`config.mk`:
```
export PLATFORM = sky130hd
export DESIGN_NAME = axi_stream_downsizing_flat
export DESIGN_NICKNAME = d
export VERILOG_FILES = /design/src/rtl/axi_stream_downsizing_if.sv /design/src/rtl/axi_stream_downsizing.sv /design/src/flat_wrapper.sv
export SDC_FILE = /design/constraint.sdc
export NUM_CORES = 1
export LEC_CHECK = 0
export ABC_AREA = 0
export BUFFER_PORTS_ARGS = -buffer_cell sky130_fd_sc_hd__buf_4
export CORE_UTILIZATION = 40
export DETAILED_ROUTE_END_ITERATION = 7
export PLACE_DENSITY = 0.68
export SYNTH_ARGS = -nofsm -noshare
export SYNTH_HDL_FRONTEND = slang
export SYNTH_SLANG_ARGS = --single-unit
export TNS_END_PERCENT = 5
```
`constraint.sdc`:
```
create_clock -name clk -period 2.4 [get_ports clk]
set_input_delay 0.36 -clock clk [delete_from_list [all_inputs] [get_ports clk]]
set_output_delay 0.36 -clock clk [all_outputs]
set_load 0.1 [all_outputs]
```
`src/rtl/axi_stream_downsizing_if.sv`:
```
// -----------------------------------------------------------------------------
// axi_stream_downsizing_if
// Purpose : AXI-Stream beat bundle, sized by a width code EW
//           (data = 8<<EW bits, keep = 1<<EW bits).
// Signals : tvalid, tready, tdata, tkeep, tlast
// Modports: master - produces beats (drives tvalid/tdata/tkeep/tlast)
//           slave  - consumes beats (drives tready)
// -----------------------------------------------------------------------------
interface axi_stream_downsizing_if #(
   parameter int EW = 0
);
   logic                  tvalid;
   logic                  tready;
   logic [(8 << EW)-1:0]  tdata;
   logic [(1 << EW)-1:0]  tkeep;
   logic                  tlast;

   modport master (output tvalid, output tdata, output tkeep, output tlast, input tready);
   modport slave  (input tvalid, input tdata, input tkeep, input tlast, output tready);
endinterface

```
`src/rtl/axi_stream_downsizing.sv`:
```
// -----------------------------------------------------------------------------
// axi_stream_downsizing
// Purpose : Splits each wide AXI-Stream beat (8<<IEW bits) into up to
//           R = 1<<(IEW-OEW) narrow beats (8<<OEW bits). Sub-beats whose keep
//           slice is all-zero are skipped. A beat with all-zero keep and tlast
//           set is forwarded as a single null beat (keep 0, last 1). A beat
//           with all-zero keep and no tlast is dropped.
// Ports   : clk    - clock, rising edge
//           rstn   - asynchronous active-low reset
//           s_axis - wide input stream  (slave modport,  EW = IEW)
//           m_axis - narrow output stream (master modport, EW = OEW), registered
// -----------------------------------------------------------------------------
module axi_stream_downsizing #(
   parameter int IEW = 2,
   parameter int OEW = 0
) (
   input  logic                            clk,
   input  logic                            rstn,
   axi_stream_downsizing_if.slave          s_axis,
   axi_stream_downsizing_if.master         m_axis
);

   localparam int R  = 1 << (IEW - OEW);
   localparam int IW = 8 << IEW;
   localparam int OW = 8 << OEW;
   localparam int IK = 1 << IEW;
   localparam int OK = 1 << OEW;
   localparam int SW = IEW - OEW;

   // Wide buffer. buf_keep_reg holds only the keep bits still waiting to be
   // emitted; buf_null_reg marks a null-last beat (sub-beat 0 pending, keep 0).
   logic             buf_full_reg;
   logic             buf_last_reg;
   logic             buf_null_reg;
   logic [IW-1:0]    buf_data_reg;
   logic [IK-1:0]    buf_keep_reg;

   logic             o_tvalid_reg;
   logic [OW-1:0]    o_tdata_reg;
   logic [OK-1:0]    o_tkeep_reg;
   logic             o_tlast_reg;

   logic [OW-1:0]    slice_data [R];
   logic [OK-1:0]    slice_keep [R];
   logic [R-1:0]     sub_pend;
   logic [R-1:0]     sel_onehot;
   logic [IK-1:0]    clr_mask;
   logic [SW-1:0]    sel;
   logic             last_pend;
   logic             slot_free;
   logic             emit;
   logic             in_ready;
   logic             in_hs;

   generate
      for (genvar gi = 0; gi < R; gi++) begin : g_slice
         assign slice_data[gi]            = buf_data_reg[gi*OW +: OW];
         assign slice_keep[gi]            = buf_keep_reg[gi*OK +: OK];
         assign sub_pend[gi]              = |slice_keep[gi];
         assign sel_onehot[gi]            = (sel == SW'(gi));
         assign clr_mask[gi*OK +: OK]     = {OK{sel_onehot[gi]}};
      end
   endgenerate

   // Lowest-index pending sub-beat wins; scanning downwards lets the lowest
   // index overwrite. A null-last beat has nothing pending and falls to 0.
   always_comb begin
      sel = '0;
      for (int k = R - 1; k >= 0; k--) begin
         if (sub_pend[k]) begin
            sel = SW'(k);
         end
      end
   end

   assign last_pend = ((sub_pend & ~sel_onehot) == '0);
   assign slot_free = m_axis.tready | ~o_tvalid_reg;
   assign emit      = buf_full_reg & slot_free;

   // Accept a new beat while the final sub-beat leaves, so back-to-back
   // input produces no output bubble.
   assign in_ready  = ~buf_full_reg | (emit & last_pend);
   assign in_hs     = s_axis.tvalid & in_ready;

   assign s_axis.tready = in_ready;
   assign m_axis.tvalid = o_tvalid_reg;
   assign m_axis.tdata  = o_tdata_reg;
   assign m_axis.tkeep  = o_tkeep_reg;
   assign m_axis.tlast  = o_tlast_reg;

   always_ff @(posedge clk or negedge rstn) begin
      if (!rstn) begin
         buf_full_reg <= 1'b0;
         buf_last_reg <= 1'b0;
         buf_null_reg <= 1'b0;
         buf_data_reg <= '0;
         buf_keep_reg <= '0;
         o_tvalid_reg <= 1'b0;
         o_tdata_reg  <= '0;
         o_tkeep_reg  <= '0;
         o_tlast_reg  <= 1'b0;
      end else begin
         if (emit) begin
            o_tvalid_reg <= 1'b1;
            o_tdata_reg  <= slice_data[sel];
            o_tkeep_reg  <= slice_keep[sel];
            o_tlast_reg  <= last_pend & buf_last_reg;
            buf_keep_reg <= buf_keep_reg & ~clr_mask;
            if (last_pend) begin
               buf_full_reg <= 1'b0;
               buf_null_reg <= 1'b0;
            end
         end else if (m_axis.tready) begin
            o_tvalid_reg <= 1'b0;
         end

         // A load overrides the emptying done by the emit above.
         if (in_hs) begin
            if (|s_axis.tkeep) begin
               buf_full_reg <= 1'b1;
               buf_null_reg <= 1'b0;
               buf_data_reg <= s_axis.tdata;
               buf_keep_reg <= s_axis.tkeep;
               buf_last_reg <= s_axis.tlast;
            end else if (s_axis.tlast) begin
               buf_full_reg <= 1'b1;
               buf_null_reg <= 1'b1;
               buf_data_reg <= s_axis.tdata;
               buf_keep_reg <= '0;
               buf_last_reg <= 1'b1;
            end
         end
      end
   end

endmodule

```
`src/flat_wrapper.sv`:
```
// flat-port wrapper written by rule: the top's interface ports become plain ports
module axi_stream_downsizing_flat 
#(
   parameter int IEW = 2,
   parameter int OEW = 0
)
  (clk, rstn, s_axis_tvalid, s_axis_tdata, s_axis_tkeep, s_axis_tlast, s_axis_tready, m_axis_tvalid, m_axis_tdata, m_axis_tkeep, m_axis_tlast, m_axis_tready);
  axi_stream_downsizing_if #(.EW(2)) s_axis_i ();
  axi_stream_downsizing_if #(.EW(0)) m_axis_i ();
  input  logic clk;
  input  logic rstn;
  input wire logic [$bits(s_axis_i.tvalid)-1:0] s_axis_tvalid;
  input wire logic [$bits(s_axis_i.tdata)-1:0] s_axis_tdata;
  input wire logic [$bits(s_axis_i.tkeep)-1:0] s_axis_tkeep;
  input wire logic [$bits(s_axis_i.tlast)-1:0] s_axis_tlast;
  output wire logic [$bits(s_axis_i.tready)-1:0] s_axis_tready;
  output wire logic [$bits(m_axis_i.tvalid)-1:0] m_axis_tvalid;
  output wire logic [$bits(m_axis_i.tdata)-1:0] m_axis_tdata;
  output wire logic [$bits(m_axis_i.tkeep)-1:0] m_axis_tkeep;
  output wire logic [$bits(m_axis_i.tlast)-1:0] m_axis_tlast;
  input wire logic [$bits(m_axis_i.tready)-1:0] m_axis_tready;
  assign s_axis_i.tvalid = s_axis_tvalid;
  assign s_axis_i.tdata = s_axis_tdata;
  assign s_axis_i.tkeep = s_axis_tkeep;
  assign s_axis_i.tlast = s_axis_tlast;
  assign s_axis_tready = s_axis_i.tready;
  assign m_axis_tvalid = m_axis_i.tvalid;
  assign m_axis_tdata = m_axis_i.tdata;
  assign m_axis_tkeep = m_axis_i.tkeep;
  assign m_axis_tlast = m_axis_i.tlast;
  assign m_axis_i.tready = m_axis_tready;
  axi_stream_downsizing #(.IEW(IEW), .OEW(OEW)) u_core (.clk(clk), .rstn(rstn), .s_axis(s_axis_i), .m_axis(m_axis_i));
endmodule
```
==> flow_summary.ini, run 1 <==
[layout]
syn_to_final_growth_pct = 26.7
final_cell_mix = buf_4 (53), dfrtp_1 (48), mux2_1 (28), nand2_1 (18), nor2_1 (16)
largest_reg_flops = 32
diodes = 0
layout.cells.non_filler = 297
final_common_cell = buf_4
layout-drive-gt1-share = 0.313
nNetsFinal = 267

[clock_tree]
clock_latency_ps = 300
cts_root_buf = clkbuf_8
postCtsSetupBuffers = 0
clkTransAtPathRegs_ps = 90
clock_sinks = 49
tritoncts = done
numCtsBuffers = 5
cts.path.max_buffers = 2
h-tree-depth = 2

[detailed_routing]
drtAntennaViolNets = 0
firstDrtPassIters = 4
wl_met2_um = 2090
top_layer_used = met4
wl_met1_um = 2110
vias_per_cell = 5.04
drc_errors = 0
drt-total-wl_um = 4420
wl_per_cell_um = 14.9
vias = 1497
routed-wl-met3_um = 151
drt_iter0_markers = 53

[global_route]
grt_start_max_net_pins = 50
grt_pass1_vias = 1428
grt_overflow = 0
grt_usage = 0.169
antenna_found_initial = 0
grt_pass1_wl_um = 6910

[synthesis]
synthAdderAreaFrac = 0.00529
synthMuxAreaShare = 0.169
synth_top_area_frac = 0.576
synth_warnings = 0
synth_area_um2 = 2130
ys_ff_latch = 49
yosysSeqAreaShare = 0.576
synth.distinct_cells = 29
synth-simple-area-share = 0.107
synth_area_leaders = dfrtp_1 (58%), mux2_1 (15%), nand2_1 (3.2%), o31ai_1 (3.2%), o221ai_1 (2.9%)
synth_xor_area_frac = 0
yosys.area.top_type = dfrtp_1
syn_avg_cell_area_um2 = 12.5
synth_top_family_by_area = multiplexers
synth.net_count = 212
syn_inst = 171
synth_compound_area_frac = 0.111

[critical_path]
slowest_stage = o41a_1
start_kind = flop
cp_top_family = compound AO/OA/AOI/OAI gates
r2r_setup_slack_ps = 270
worst_ep_arrival_time_ps = 1930
worst-path-buf-inv = 3
cp_slowest_stage_delay_ps = 510
crit_path_max_fanout = 10
path_cells = buf_4, o21a_1, o41a_1, clkinvlp_4, buf_6
cp.required_ps = 2040
endpoint_kind = primary output
path_class = reg -> out

[job]
maxCapViolations = 0

[floorplanning]
coreArea_um2 = 5110
core.rowCount = 26
ios = 53
die_x_um = 75.0
die_y_um = 75.0
start_util = 0.417
design.die.area_um2 = 5620

[sta]
relSlewSlack = 0.585
hold_viol = 0
fmax_ghz = 0.436
finalSetupViolCount = 0
worst-slew-pin-transition_ps = 623
period_needed_ps = 2290
rsz0062_at_grt = no
setup_tns_ps = 0
drv_slew = 0
min_period_over_period = 0.956
fin_skew_ps = 5.80

[pwr]
p_leak_nw = 1.19
power.density_nw_per_um2 = 1480
ir_worst_vdd_v = 0.000776

[place]
io_buffers = 52
place_inst = 289
gp_congestion = 0.786
hpwl_um = 3170

[status]
status = complete, no violations

[min_path]
hold_class = in -> async
## final cells by class
| cell class | instances | area (um2) |
|---|---|---|
| Tap cell | 70 | 87.6 |
| Inverter | 2 | 11.3 |
| Clock inverter | 2 | 15.0 |
| Clock buffer | 6 | 72.6 |
| Fill cell | 467 | 2410 |
| Multi-Input combinational cell | 112 | 836 |
| Sequential cell | 49 | 1230 |
| Timing Repair Buffer | 56 | 449 |
## final timing paths
| check | start | end | depth (start not counted) |
|---|---|---|---|
| max | u_core.buf_keep_reg[1]$_DFF_PN0_ | s_axis_tready | 5 |
| min | rstn | u_core.m_axis.tdata[3]$_DFFE_PN0P_ | 1 |
| max reg2reg | u_core.buf_keep_reg[1]$_DFF_PN0_ | u_core.buf_data_reg[13]$_DFFE_PN0P_ | 6 |
| min reg2reg | u_core.m_axis.tlast$_DFFE_PN0P_ | u_core.m_axis.tlast$_DFFE_PN0P_ | 2 |
| max in group asynchronous | rstn | u_core.m_axis.tvalid$_DFFE_PN0P_ | 1 |
| min in group clk | s_axis_tdata[28] | u_core.buf_data_reg[28]$_DFFE_PN0P_ | 2 |
## timing repair
action                                  CTS  global route
gates resized for setup                   1             0
pin swaps                                 0             1
hold buffers                              0             0
endpoints found under the setup margin    1             1
## through the flow
stage / hold slack, ps / cell area, um2 / utilization / power, mW / setup WS, ps
finish: 67.4 / 2700 / 0.528 / 3.99 / 107
global route: 119 / 2700 / 0.528 / 4.22 / 47.1
CTS: 88.2 / 2700 / 0.528 / 4.02 / 29.7
detailed placement: 415 / 2610 / 0.511 / 3.53 / 201
global placement: 416 / 2610 / 0.511 / 3.49 / 244
floorplan: 64.4 / 2130 / - / 3.02 / 58.2
## report_power, final
part           internal (mW)  total, mW  leakage, nW  switching (mW)
sequential              1.24       1.49        0.577           0.253
combinational          0.678       2.02        0.575            1.34
clock                  0.206      0.477       0.0374           0.271
total                   2.12       3.99         1.19            1.87
## worst register-to-register path, delay by kind of cell (launching register included)
family	cells	cell delay, ps
AO/OA/AOI/OAI	2	680
buffers and inverters	2	360
flip-flops	1	410
multiplexers	1	350
AND/OR/NAND/NOR	1	230
## synthesized netlist by cell type
| cell type | number |
|---|---|
| a211oi_1 | 1 |
| a21oi_1 | 1 |
| and2_1 | 3 |
| buf_6 | 4 |
| clkbuf_1 | 4 |
| dfrtp_1 | 49 |
| inv_1 | 2 |
| maj3_2 | 1 |
| mux2_1 | 28 |
| mux2_2 | 4 |
| nand2_1 | 18 |
| nand2b_1 | 3 |
| nand3_1 | 1 |
| nor2_1 | 16 |
| nor2_8 | 1 |
| nor2b_1 | 2 |
| nor3_1 | 2 |
| nor3b_1 | 1 |
| o21a_1 | 1 |
| o21ai_0 | 3 |
| o21ai_1 | 1 |
| o221ai_1 | 7 |
| o22a_1 | 1 |
| o22ai_1 | 2 |
| o2bb2ai_1 | 3 |
| o311ai_0 | 1 |
| o31ai_1 | 9 |
| o41a_1 | 1 |
| or4_1 | 1 |
## cell families after synthesis
kind of cell	count (synthesis)
buf+inv	10
compound gates	31
flops	49
simple gates	48
fa+ha+maj	1
mux	32
## layer usage
| metal | global-route usage | vias to the layer above |
|---|---|---|
| li1 | - | 720 |
| met1 | 0.237 | 735 |
| met2 | 0.263 | 35 |
| met3 | 0.0335 | 7 |
| met4 | 0.0566 | 0 |
| met5 | 0 | - |
(Power assumes the default switching activity.)
==> inputs of run 2 (changes only) <==
--- a/config.mk
+++ b/config.mk
@@ -5,11 +5,12 @@
 export SDC_FILE = /design/constraint.sdc
 export NUM_CORES = 1
 export LEC_CHECK = 0
-export ABC_AREA = 0
+export ABC_AREA = 1
 export BUFFER_PORTS_ARGS = -buffer_cell sky130_fd_sc_hd__buf_4
 export CORE_UTILIZATION = 40
+export CTS_CLUSTER_DIAMETER = 200
 export DETAILED_ROUTE_END_ITERATION = 7
-export PLACE_DENSITY = 0.68
+export PLACE_DENSITY = 0.67
 export SYNTH_ARGS = -nofsm -noshare
 export SYNTH_HDL_FRONTEND = slang
 export SYNTH_SLANG_ARGS = --single-unit
==> run 2 against run 1 <==
Compared with the run above: die area up 16%; wire length increased by 29%; global-route usage grew 3.2 points; core utilization decreased by 2.6 points; area after synthesis grew 17%; synthesized cell count is 94% higher; sequential cell count unchanged; highest routed layer unchanged.
==> flow_summary.ini, run 2 <==
[critical_path]
cp_top_family = simple AND/OR/NAND/NOR gates
startpoint = u_core.buf_keep_reg[0]$_DFF_PN0_
path_common_cell = nand2_2
cp.required_ps = 2040
endpoint_kind = primary output
path_cells = nor2_2, inv_1, nand2_2, nand3_2, nand2_2, buf_4
slowest_stage = dfrtp_1
worst-path-buf-inv = 2
path_class = reg -> out
r2r-start = u_core.buf_keep_reg[0]$_DFF_PN0_
ff2ff_path_depth = 9
worst_ep_arrival_time_ps = 1750
start_kind = flop
worst-path-stages = 6
r2r-end = u_core.buf_data_reg[11]$_DFFE_PN0P_
r2r_setup_slack_ps = 500
setup.worst_path.end = s_axis_tready
cp_slowest_stage_delay_ps = 430
crit_path_max_fanout = 19

[layout]
largest_reg_flops = 32
syn_to_final_growth_pct = 20.5
multi_input_area_um2 = 995
nNetsFinal = 417
diodes = 0
layout.cells.non_filler = 451
layout-drive-gt1-share = 0.186
final_cell_mix = nand2_1 (138), buf_4 (55), dfrtp_1 (49), inv_1 (41), nand3_1 (33)
fin_util = 0.502
register_area_um2 = 1230
final_common_cell = nand2_1
fillers = 612

[detailed_routing]
vias = 2201
drt_iter0_markers = 172
vias_per_cell = 4.88
firstDrtPassIters = 4
drc_errors = 0
drtAntennaViolNets = 0
wl_per_cell_um = 12.6
drt-total-wl_um = 5700

[sta]
hold_viol = 0
rsz0062_at_grt = no
relSlewSlack = 0.585
fmax_ghz = 0.475
min_period_over_period = 0.878
setup_slack_ps = 294
worst-slew-pin-transition_ps = 623
setup_tns_ps = 0
finalSetupViolCount = 0
period_needed_ps = 2110
drv_slew = 0
fin_skew_ps = 7.34

[floorplanning]
start_util = 0.417
die_y_um = 80.8
core.rowCount = 28
ios = 53
design.die.area_um2 = 6520
die_x_um = 80.8
coreArea_um2 = 5960

[clock_tree]
h-tree-depth = 2
clock_latency_ps = 310
cts_hold_buf = 0
clkTransAtPathRegs_ps = 90
post_cts_resized = 0
numCtsBuffers = 5
cts_root_buf = clkbuf_8
tritoncts = done
cts.path.max_buffers = 2
clock_sinks = 49
postCtsSetupBuffers = 0

[global_route]
grt_pass1_wl_um = 9850
grt_start_max_net_pins = 50
grt_overflow = 0
grt_pass1_vias = 2081
antenna_found_initial = 0
grt_usage = 0.201

[pwr]
p_leak_nw = 1.70
seq_power_share = 0.317
switching_share = 0.526
power.density_nw_per_um2 = 1530
ir_worst_vdd_v = 0.000930
p_comb_frac = 0.574
clkPwrFrac = 0.109
power_mw = 4.57
p_int_mw = 2.17
p_sw_mw = 2.40

[synthesis]
synth_edf_count = 0
synth_area_um2 = 2480
syn_inst = 332
synth_top_area_frac = 0.494
yosysSeqAreaShare = 0.494
synth_most_common_cell = nand2_1
syn_avg_cell_area_um2 = 7.48
ys_ff_latch = 49
synth.net_count = 373
async_flop_share = 1.00
synth_area_leaders = dfrtp_1 (49%), nand2_1 (21%), nand4_1 (8.1%), nand3_1 (6.7%), inv_1 (6.2%)
yosys.area.top_type = dfrtp_1
synth_warnings = 0
synth.distinct_cells = 20
synthTopCellsByCount = nand2_1 (138), dfrtp_1 (49), inv_1 (41)
synthFlopType = dfrtp_1

[status]
status = complete, no violations

[job]
maxCapViolations = 0

[place]
io_buffers = 52
gp_congestion = 0.808
place_inst = 444
hpwl_um = 4030
dp_slack_ps = 537

[min_path]
hold_class = in -> async
-- run 2: worst min path at each step --
stage / startpoint / endpoint
floorplan: rstn / u_core.buf_data_reg[0]$_DFFE_PN0P_
global placement: rstn / u_core.m_axis.tdata[3]$_DFFE_PN0P_
detailed placement: rstn / u_core.m_axis.tdata[4]$_DFFE_PN0P_
CTS: rstn / u_core.buf_data_reg[30]$_DFFE_PN0P_
global route: rstn / u_core.m_axis.tdata[4]$_DFFE_PN0P_
finish: rstn / u_core.buf_data_reg[30]$_DFFE_PN0P_
-- run 2: layout make-up --
type | count | area share
sequential | 49 | 0.410
multi-input combinational | 222 | 0.332
timing repair buffer | 56 | 0.145
inverter | 42 | 0.0527
tap | 75 | 0.0314
clock buffer | 7 | 0.0289
-- run 2: metrics by stage --
stage | instance area (um2) | hold slack (ps)
2_1_floorplan | 2480 | 64.4
3_3_place_gp | 2910 | 409
3_5_place_dp | 2910 | 422
4_1_cts | 2990 | 79.1
5_1_grt | 2990 | 110
6_report | 2990 | 54.3
-- run 2: per-layer routing --
layer / part of all wire / GRT usage / vias to the layer above
met2: 0.45 / 0.310 / 43
met4: 0.0089 / 0.0750 / 0
met3: 0.043 / 0.0382 / 4
met5: 0 / 0 / -
met1: 0.50 / 0.281 / 1019
li1: - / - / 1135
-- run 2: power by group through the flow --
stage	Sequential [mW]	Combinational [mW]	Clock, mW
global route	1.50	2.93	0.544
finish	1.45	2.62	0.497
CTS	1.45	2.63	0.510
floorplan	2.00	1.49	0
detailed placement	1.47	2.63	0
global placement	1.46	2.58	0
-- run 2: cells by family (layout without fill, tap and decap cells) --
logic type / after synthesis / after routing / synth area share
and+or+nand+nor: 217 / 217 / 0.389
AOI/OAI and AO/OA: 5 / 5 / 0.0116
buffers and inverters: 61 / 105 / 0.105
DFF: 49 / 49 / 0.494
